[config.mk]
export PLATFORM = sky130hd
export DESIGN_NAME = led_code_sched
export DESIGN_NICKNAME = d
export VERILOG_FILES = /design/src/rtl/led_code_pkg.sv /design/src/rtl/led_tick_prescaler.sv /design/src/rtl/led_code_sched.sv
export SDC_FILE = /design/constraint.sdc
export NUM_CORES = 1
export LEC_CHECK = 0
export CAP_MARGIN = 20
export CORE_ASPECT_RATIO = 0.75
export CORE_MARGIN = 8
export CORE_UTILIZATION = 53
export CTS_CLUSTER_DIAMETER = 150
export DETAILED_ROUTE_END_ITERATION = 16
export GPL_TIMING_DRIVEN = 0
export PLACE_DENSITY = 0.72
export SYNTH_ARGS = -nofsm -noshare
export SYNTH_HDL_FRONTEND = slang
export SYNTH_SLANG_ARGS = --single-unit
[constraint.sdc]
create_clock -name clk -period 2.7 [get_ports clk]
set_input_delay 0.54 -clock clk [delete_from_list [all_inputs] [get_ports clk]]
set_output_delay 0.54 -clock clk [all_outputs]
set_load 0.1 [all_outputs]
[src/rtl/led_code_pkg.sv]
// Shared types for the status-LED code scheduler: FSM state encoding and
// a lowest-set-bit helper used by the request arbiter.
package led_code_pkg;

    typedef enum logic [1:0] {
        IDLE = 2'd0,
        ON   = 2'd1,
        OFF  = 2'd2,
        GAP  = 2'd3
    } state_t;

    // Index of the lowest set bit; 0 when no bit is set. Supports up to 32 requesters.
    function automatic logic [4:0] lowest_set(input logic [31:0] v);
        lowest_set = 5'd0;
        for (int i = 31; i >= 0; i--) begin
            if (v[i]) lowest_set = 5'(i);
        end
    endfunction

endpackage

[src/rtl/led_tick_prescaler.sv]
// Tick prescaler: counts 0..DIV-1 and emits a single-cycle tick on the
// terminal count. clr holds the count at zero.
module led_tick_prescaler #(
    parameter int DIV = 50000
) (
    input  logic clk,
    input  logic rstn,
    input  logic clr,
    output logic tick
);

    localparam int CW = (DIV > 1) ? $clog2(DIV) : 1;

    logic [CW-1:0] count;

    assign tick = (count == CW'(DIV - 1));

    always_ff @(posedge clk or negedge rstn) begin
        if (!rstn) begin
            count <= '0;
        end else if (clr || tick) begin
            count <= '0;
        end else begin
            count <= count + CW'(1);
        end
    end

endmodule

[src/rtl/led_code_sched.sv]
// Status-LED scheduler: heartbeat blink when idle, otherwise (idx+1)-pulse
// blink codes for the highest-priority requester. Optional request latching
// is enabled with the LED_CODE_REQ_LATCH_EN macro.
module led_code_sched
    import led_code_pkg::*;
#(
    parameter int DIV       = 50000,
    parameter int NUM_REQ   = 4,
    parameter int ON_TICKS  = 25,
    parameter int GAP_TICKS = 100,
    parameter int HB_TICKS  = 50,
    localparam int AW = (NUM_REQ > 1) ? $clog2(NUM_REQ) : 1
) (
    input  logic               clk,
    input  logic               rstn,
    input  logic               enable,
    input  logic [NUM_REQ-1:0] req,
    output logic               led,
    output logic               busy,
    output logic [AW-1:0]      active_idx,
    output logic               seq_done
);

    localparam int MAXT0 = (ON_TICKS > GAP_TICKS) ? ON_TICKS : GAP_TICKS;
    localparam int MAXT  = (MAXT0 > HB_TICKS) ? MAXT0 : HB_TICKS;
    localparam int TW    = (MAXT > 1) ? $clog2(MAXT) : 1;
    localparam int PW    = $clog2(NUM_REQ + 1);

    state_t             state;
    logic [TW-1:0]      tick_cnt;
    logic [PW-1:0]      pulses_left;
    logic               hb_state;
    logic               tick;
    logic [NUM_REQ-1:0] arb;
    logic [4:0]         win;
    logic [5:0]         win_p1;
    logic               on_last;
    logic               gap_last;
    logic               hb_last;

    led_tick_prescaler #(.DIV(DIV)) u_presc (
        .clk  (clk),
        .rstn (rstn),
        .clr  (!enable),
        .tick (tick)
    );

    assign on_last  = (tick_cnt == TW'(ON_TICKS - 1));
    assign gap_last = (tick_cnt == TW'(GAP_TICKS - 1));
    assign hb_last  = (tick_cnt == TW'(HB_TICKS - 1));

`ifdef LED_CODE_REQ_LATCH_EN
    logic [NUM_REQ-1:0] req_q;
    logic [NUM_REQ-1:0] pending;
    logic [NUM_REQ-1:0] done_clr;
    logic               gap_end;

    assign gap_end = enable && tick && (state == GAP) && gap_last;
    assign arb     = pending | req;

    always_comb begin
        done_clr = '0;
        if (gap_end) done_clr = NUM_REQ'(1) << active_idx;
    end

    // A rising edge in the same cycle as the clear keeps the bit pending.
    always_ff @(posedge clk or negedge rstn) begin
        if (!rstn) begin
            req_q   <= '0;
            pending <= '0;
        end else begin
            req_q <= req;
            if (!enable) pending <= '0;
            else         pending <= (pending & ~done_clr) | (req & ~req_q);
        end
    end
`else
    assign arb = req;
`endif

    always_comb begin
        win    = lowest_set(32'(arb));
        win_p1 = {1'b0, win} + 6'd1;
    end

    always_ff @(posedge clk or negedge rstn) begin
        if (!rstn) begin
            state       <= IDLE;
            tick_cnt    <= '0;
            pulses_left <= '0;
            hb_state    <= 1'b0;
            led         <= 1'b0;
            busy        <= 1'b0;
            active_idx  <= '0;
            seq_done    <= 1'b0;
        end else if (!enable) begin
            state    <= IDLE;
            tick_cnt <= '0;
            hb_state <= 1'b0;
            led      <= 1'b0;
            busy     <= 1'b0;
            seq_done <= 1'b0;
        end else begin
            seq_done <= 1'b0;
            if (tick) begin
                case (state)
                    IDLE: begin
                        if (arb != '0) begin
                            active_idx  <= AW'(win);
                            pulses_left <= win_p1[PW-1:0];
                            busy        <= 1'b1;
                            led         <= 1'b1;
                            tick_cnt    <= '0;
                            state       <= ON;
                        end else if (hb_last) begin
                            hb_state <= ~hb_state;
                            led      <= ~hb_state;
                            tick_cnt <= '0;
                        end else begin
                            led      <= hb_state;
                            tick_cnt <= tick_cnt + TW'(1);
                        end
                    end
                    ON: begin
                        if (on_last) begin
                            pulses_left <= pulses_left - PW'(1);
                            led         <= 1'b0;
                            tick_cnt    <= '0;
                            state       <= OFF;
                        end else begin
                            tick_cnt <= tick_cnt + TW'(1);
                        end
                    end
                    OFF: begin
                        if (on_last) begin
                            tick_cnt <= '0;
                            if (pulses_left == '0) begin
                                state <= GAP;
                            end else begin
                                led   <= 1'b1;
                                state <= ON;
                            end
                        end else begin
                            tick_cnt <= tick_cnt + TW'(1);
                        end
                    end
                    GAP: begin
                        if (gap_last) begin
                            seq_done <= 1'b1;
                            busy     <= 1'b0;
                            hb_state <= 1'b0;
                            led      <= 1'b0;
                            tick_cnt <= '0;
                            state    <= IDLE;
                        end else begin
                            tick_cnt <= tick_cnt + TW'(1);
                        end
                    end
                    default: state <= IDLE;
                endcase
            end
        end
    end

endmodule
# After elaboration in Yosys (flattened, before gate mapping)
# Cells that the tools add are included.
dict set report totals {
  regBits 34
  output_inout_bits 5
  elab_cells 88
}
dict set report op_classes {
  add_sub_neg 4
  eq_ne 17
  muxes 44
  n_bitwise 1
  n_reduce_logical 13
}
# op n
set op_table {}
lappend op_table {{$mux 7} 6}
lappend op_table {{$pmux 7 s3} 1}
lappend op_table {{$mux 1} 18}
lappend op_table {{$mux 2} 9}
lappend op_table {{$ne 3x3->1 const B} 6}
lappend op_table {{$add 16x1->16 const B} 1}
lappend op_table {{$eq 16x16->1 const B} 1}
lappend op_table {{$mux 16} 1}
lappend op_table {{$reduce_and 5->1} 3}
lappend op_table {{$mux 3} 4}
lappend op_table {{$reduce_and 4->1} 3}
lappend op_table {{$pmux 2 s4} 1}
lappend op_table {{$add 7x1->7 const B} 1}
lappend op_table {{$eq 7x5->1 const B} 1}
lappend op_table {{$eq 7x6->1 const B} 1}
lappend op_table {{$eq 7x7->1 const B} 1}
lappend op_table {{$pmux 3 s2} 1}
lappend op_table {{$eq 2x2->1 const B} 2}
lappend op_table {{$ne 2x2->1 const B} 2}
lappend op_table {{$pmux 1 s2} 2}
lappend op_table {{$pmux 1 s4} 1}
lappend op_table {{$reduce_bool 4->1} 1}
lappend op_table {{$add 3x1->3 const B} 1}
lappend op_table {{$logic_not 3->1} 1}
lappend op_table {{10 further kinds} 10}

# Depth between registers and ports, before layout
# Gate-level depths: netlist (run 1).
dict set report logic_depth {
  ltp_word 7
  ltp_mapped 9
}

# Cells and area by module
# From an unflattened synthesis (run 1), not the netlist that was laid out.
dict set report unflattened {
  cells_unflattened 222
  area_unflattened_um2 2094.5
}
# mod n_inst cells_per_inst area_per_inst_um2 seq_area_each_um2
set modules_own_cells {}
lappend modules_own_cells {led_code_sched 1 142 1296.2 450.4}
lappend modules_own_cells {led_tick_prescaler 1 80 798.3 400.4}

# Worst setup path before layout (run 1)
# Ideal clock, no wire load.
dict set report synth_timing {
  path_kind {register -> register}
  start {reg state[1]}
  end {reg pulses_left[2]}
  t_arrival_ps 1952
  setup_slack_ps 683
  path_stages_with_launch 10
  path_cell_list {dfrtp_1 inv_1 ha_1 buf_1 nor2_1 a21oi_1 or4b_1 buf_2 o32ai_2 a211o_1}
}
dict set report synth_via {
  elab_chain_len 3
}
# element line
set synth_rtl {}
lappend synth_rtl {{start: declaration} led_code_sched.sv:29} ;# state_t state;
lappend synth_rtl {{start signal: assignment} led_code_sched.sv:88} ;# state <= IDLE;
lappend synth_rtl {{start signal: assignment} led_code_sched.sv:97} ;# state <= IDLE;
lappend synth_rtl {{start signal: assignment} led_code_sched.sv:114} ;# state <= ON;
lappend synth_rtl {{$eq 2x1->1 / $logic_not 2->1 (equally long branches)} led_code_sched.sv:106} ;# case (state)
lappend synth_rtl {{$ne 2x2->1 (no source line) / $reduce_bool 2->1 (equally long branches)} n/a}
lappend synth_rtl {{$reduce_and 5->1 (no source line)} n/a}
lappend synth_rtl {{end signal: assignment} led_code_sched.sv:110} ;# pulses_left <= win_p1[PW-1:0];
lappend synth_rtl {{end signal: assignment} led_code_sched.sv:126} ;# pulses_left <= pulses_left - PW'(1);
lappend synth_rtl {{end: declaration} led_code_sched.sv:31} ;# logic [PW-1:0] pulses_left;
# Several ways; a longest one is shown, not always the timed one.
# A chain may end at the register's enable or synchronous reset.

# Worst setup path in the final report (run 1)
dict set report layout_timing {
  start {in req[0]}
  end {reg pulses_left[2]}
}
dict set report layout_via {
  elab_chain_len 4
}
# element line
set layout_rtl {}
lappend layout_rtl {{start: declaration} led_code_sched.sv:17} ;# input logic [NUM_REQ-1:0] req,
lappend layout_rtl {{$mux 3} led_code_pkg.sv:16} ;# if (v[i]) lowest_set = 5'(i);
lappend layout_rtl {{$add 3x1->3} led_code_sched.sv:83} ;# win_p1 = {1'b0, win} + 6'd1;
lappend layout_rtl {{$mux 3} led_code_sched.sv:108} ;# if (arb != '0) begin
lappend layout_rtl {{$pmux 3 s2} led_code_sched.sv:106}
# Several ways; a longest one is shown, not always the timed one. The select of a mux whose other input is x is not followed.

==> impl_metrics.tcl, run 1 <==
set metrics [dict create \
    worst_slew_pin_slew_ps 970.8 \
    p_leak_nw 0.9421 \
    netlist_instances 215 \
    fillCellCount 335 \
    row_count 19 \
    synth_nets 234 \
    cp-end-kind "register" \
    rrSetupSlack_ps 440 \
    ctsResizeCount 0 \
    totalWireLength_um 4023 \
    skew_ps 2.306 \
    cts.clk_slew.worst_paths_ps 70 \
    start_kind "input port" \
    h-tree-depth 2 \
    viasPerCell 5.521 \
    synth_top_area_share_pct 42.24 \
    synth_most_common_cell "dfrtp_1" \
    min_path_type "in -> async" \
    grt_pass1_vias 1460 \
    overflow 0 \
    die_h_um 69.39 \
    drtPass1Iterations 4 \
    arrival_ps 2620 \
    dp_hpwl_um 2926 \
    ys_types 47 \
    slew-limit-headroom_pct 35.08 \
    avgSynthCellArea_um2 9.369 \
    boundaryPins 12 \
    rsz0062_at_grt "false" \
    drtIter0Drc 67 \
    die_w_um 87.19 \
    synth_top_cell_by_area "dfrtp_1" \
    grt_pass1_wl_um 7107 \
    finalHoldViolCount 0 \
    crit_path_max_fanout 7 \
    outcome "finished, final reports clean" \
    root_buffer "clkbuf_8" \
    yosys_warnings 0 \
    io_buffers 11 \
    cts_buffers 5 \
    synth_edf_count 0 \
    drive_gt1_share_pct 7.265 \
    ir_drop_uv 264.2 \
    track_usage_pct 14.68 \
    wire_per_inst_um 14.07 \
    ys_seq_area_share_pct 42.24 \
    cts_tree "yes" \
    fin_ws_ps 247.3 \
    fin_util_pct 62.17 \
    p_per_area_mw_per_mm2 422.1 \
    finalMaxSlewViolations 0 \
    vias 1579 \
    antenna_left 0 \
    ys_ff_latch 34 \
    synthTopCellsByCount "dfrtp_1, nor2_1, nand2_1, inv_1, xnor2_1" \
    n_antenna_cell 0 \
    clkLatencyLatePin_ps 280 \
    drc 0 \
    setup_violations 0 \
    critPathRequiredTime_ps 2870 \
    place.gp.congestion 0.8259 \
    postCtsSetupRepairBufs 0 \
    syn_to_final_growth_pct 12.98 \
    start_util_pct 55.02 \
    dp_slack_ps -61.73 \
    synth_area_leaders "dfrtp_1, ha_1, xnor2_1" \
    period_share_pct 90.84 \
    synth_area_mm2 0.002014 \
    synth_flop_cell "dfrtp_1" \
    cts_sinks 34 \
    max-cap-violations 0 \
    dieArea_mm2 0.006050 \
    clock_path_buffers 2 \
    fmax_mhz 407.7 \
    post-route-min-period_ps 2453 \
    async_flop_share_pct 100.0 \
    worstSetupPathType "in -> reg" \
    grt_max_degree 35 \
    antenna_found_initial 0 \
    holdBufCountCts 0 \
    fin_nets 252 \
    core-area_mm2 0.003661 \
]
-- power breakdown --
group          leakage (nW)  internal (mW)  switching [mW]
logic                 0.428         0.0204          0.0340
registers             0.466          0.515         0.00499
clock network        0.0482          0.206           0.180
total                 0.942          0.741           0.219
-- routing by layer --
metal  vias up  global-route usage (%)  wire [um]
met3         5                   4.615        233
met4         0                   3.992         37
met5         -                       0          0
met1       729                   22.53       2246
li1        808                       -          -
met2        37                   18.60       1505
-- cells by family (layout without fill, tap and decap cells) --
kind of cell | Yosys count | after routing | synth area share, %
simple gates | 91 | 91 | 23.29
buf+inv | 22 | 41 | 4.161
flops | 34 | 34 | 42.24
fa+ha+maj | 12 | 12 | 7.453
xor+xnor | 17 | 17 | 7.391
compound gates | 33 | 33 | 12.36
mux | 6 | 6 | 3.106
-- per-stage QoR --
| step | power (mW) | setup TNS (ps) | hold slack (ps) | cell area [um^2] | instances |
|---|---|---|---|---|---|
| floorplan | 0.5551 | 0 | 244.4 | 2014 | 215 |
| global placement | 0.5855 | -48.98 | 447.1 | 2190 | 278 |
| detailed placement | 0.5850 | -61.73 | 452.3 | 2185 | 278 |
| CTS | 0.9768 | 0 | 351.0 | 2276 | 286 |
| global route | 1.003 | 0 | 384.5 | 2276 | 286 |
| finish | 0.9606 | 0 | 321.6 | 2276 | 286 |
-- final timing paths --
| check | from | cells after the start | to |
|---|---|---|---|
| setup / recovery | req[0] | 7 | pulses_left[2] |
| hold / removal | rstn | 1 | tick_cnt[3] |
| setup reg to reg | state[0] | 9 | pulses_left[2] |
| hold reg to reg | u_presc.count[0] | 1 | u_presc.count[0] |
| max in group asynchronous | rstn | 1 | active_idx[1] |
| min in group clk | u_presc.count[0] | 1 | u_presc.count[0] |
-- critical path, cell delays in order --
cell and delay, ps:
clkdlybuf4s50_1 500, nor4_1 730, a21oi_1 150, or4b_1 180, buf_2 160, nor3b_1 70, a211o_1 280
-- cell usage in the layout (no fill, tap or decap), types with 2 or more instances in the layout --
cell type,synthesis,final
clkbuf_8,0,6
o31a_1,3,3
nand4_1,2,2
clkbuf_1,6,7
nand2_1,22,22
xnor2_1,13,13
nor3_1,6,6
dfrtp_1,34,34
and3_1,6,6
clkdlybuf4s50_1,0,10
inv_1,14,14
or4b_1,2,2
mux2_2,2,2
a21oi_1,4,4
a31oi_1,3,3
nand3_1,12,12
o21ai_0,7,7
xor2_1,4,4
o31ai_1,4,4
buf_2,1,2
ha_1,12,12
nor2_1,25,25
mux2i_1,4,4
nor4_1,4,4
-- layout make-up --
cell class | count | area, um^2 | area share (%)
Multi-Input combinational cell | 159 | 1080 | 47.44
Sequential cell | 34 | 850.8 | 37.38
Timing Repair Buffer | 11 | 105.1 | 4.618
Clock buffer | 7 | 86.33 | 3.793
Tap cell | 52 | 65.06 | 2.859
Inverter | 14 | 52.55 | 2.309
Buffer | 8 | 31.28 | 1.374
Clock inverter | 1 | 5.005 | 0.2199
-- state kept, by name, indices dropped and copies added (netlist names) --
signal         flops
tick_cnt           7
active_idx         2
busy               1
pulses_left        3
seq_done           1
state              2
hb_state           1
u_presc.count     16
led                1
(Power assumes the default switching activity.)
==> run 2: changes to the inputs <==
--- a/config.mk
+++ b/config.mk
@@ -5,9 +5,8 @@
 export SDC_FILE = /design/constraint.sdc
 export NUM_CORES = 1
 export LEC_CHECK = 0
-export CAP_MARGIN = 20
 export CORE_ASPECT_RATIO = 0.75
-export CORE_MARGIN = 8
+export CORE_MARGIN = 4
 export CORE_UTILIZATION = 53
 export CTS_CLUSTER_DIAMETER = 150
 export DETAILED_ROUTE_END_ITERATION = 16
==> run 2 against run 1 <==
Against the previous run:
- sequential share of layout area shrank 0.25 points
- global-route usage rose by 4.8 points
- critical path depth stayed put
- highest routed layer unchanged
==> impl_metrics.tcl, run 2 (same netlist as run 1, synthesis figures left out) <==
set metrics [dict create \
    layout_common_cells "dfrtp_1, nor2_1, nand2_1" \
    postCtsSetupRepairBufs 0 \
    grt_max_degree 35 \
    row_count 19 \
    drc 0 \
    r2r_cells 9 \
    p_leak_nw 0.9463 \
    h-tree-depth 2 \
    start_util_pct 55.02 \
    fin_ws_ps 271.7 \
    layout_commonest_cell "dfrtp_1" \
    largestRegisters "u_presc.count: 16 flops, tick_cnt: 7 flops, pulses_left: 3 flops" \
    ctsResizeCount 0 \
    holdBufCountCts 0 \
    syn_to_final_growth_pct 13.73 \
    drive_gt1_share_pct 6.838 \
    instances_no_fill 286 \
    finalMaxSlewViolations 0 \
    drtIter0Drc 114 \
    start_kind "input port" \
    slew-limit-headroom_pct 35.43 \
    dp_hpwl_um 2921 \
    grt_pass1_vias 1499 \
    place.gp.congestion 0.8097 \
    boundaryPins 12 \
    fmax_mhz 411.8 \
    dieArea_mm2 0.004861 \
    clkLatencyLatePin_ps 290 \
    fillCellCount 331 \
    track_usage_pct 19.43 \
    critPathRequiredTime_ps 2880 \
    rrSetupSlack_ps 470 \
    skew_ps 6.011 \
    wire_per_inst_um 14.24 \
    crit_path_max_fanout 7 \
    fin_util_pct 62.58 \
    worstSetupPathType "in -> reg" \
    outcome "finished, final reports clean" \
    post-route-min-period_ps 2428 \
    arrival_ps 2610 \
    grt_pass1_wl_um 7134 \
    finalHoldViolCount 0 \
    p_per_area_mw_per_mm2 453.1 \
    clock_path_buffers 2 \
    vias 1580 \
    io_buffers 11 \
    cts_buffers 5 \
    antenna_left 0 \
    dpl.cell_count 278 \
    drtPass1Iterations 4 \
    overflow 0 \
    root_buffer "clkbuf_8" \
    setup_violations 0 \
    ir_drop_uv 341.3 \
    max-cap-violations 0 \
    core-area_mm2 0.003661 \
    antenna_found_initial 0 \
    cts_tree "yes" \
    fin_nets 252 \
    rsz0062_at_grt "false" \
    die_h_um 61.39 \
    min_path_type "in -> async" \
    cts.clk_slew.worst_paths_ps 70 \
    period_share_pct 89.94 \
    worst_slew_pin_slew_ps 965.5 \
    n_antenna_cell 0 \
    largest_register "u_presc.count" \
    viasPerCell 5.524 \
    die_w_um 79.19 \
    totalWireLength_um 4072 \
    cts_sinks 34 \
    largest_reg_flops 16 \
    dp_slack_ps -3.450 \
    cp-end-kind "register" \
]
run 2: changes by cell type in the layout (fill, tap and decap cells not counted), sizes merged:
cell / before / now
bufinv: 0 / 1
clkinv: 1 / 0
run 2: worst paths after layout:
kind / from / end
setup reg to reg: state[1] / pulses_left[2]
max in group asynchronous: rstn / tick_cnt[4]
setup / recovery: req[0] / pulses_left[2]
min in group clk: u_presc.count[0] / u_presc.count[0]
hold reg to reg: u_presc.count[0] / u_presc.count[0]
hold / removal: rstn / u_presc.count[14]
run 2: final cells by class:
class	instances	area (um^2)	share of cell area, %
flip-flops and latches	34	850.8	37.14
well taps	52	65.06	2.840
repair buffers	11	105.1	4.588
inverters	14	52.55	2.294
multi-input cells	159	1080	47.13
clock inverters	1	30.03	1.311
plain buffers	8	31.28	1.365
clock buffers	7	76.32	3.332
run 2: metal layers:
metal  GRT usage (%)  vias to the layer above  wire (um)
met4           6.863                        0         59
met2           26.86                       28       1551
li1                -                      800          -
met1           29.53                      745       2282
met5               0                        -          0
met3           4.825                        7        178
run 2: metrics by stage:
stage,power [mW],instance area [um^2],hold WS [ps],TNS [ps]
after global routing,1.078,2291,384.1,0
after CTS,1.044,2291,340.8,0
after detailed placement,0.5857,2185,454.2,-3.450
after floorplan,0.5551,2014,244.4,0
after global placement,0.5854,2190,446.2,-40.87
final,1.038,2291,317.4,0
run 2: worst max-delay path, cell delays in order:
cell             delay, ps
clkdlybuf4s50_1        500
nor4_1                 740
a21oi_1                140
or4b_1                 180
buf_2                  160
nor3b_1                 70
a211o_1                270
run 2: where the power goes:
part | internal, mW | total (mW) | switching (mW)
registers | 0.515 | 0.520 | 0.00520
clock network | 0.276 | 0.462 | 0.186
logic | 0.0204 | 0.0556 | 0.0352
total | 0.812 | 1.04 | 0.226
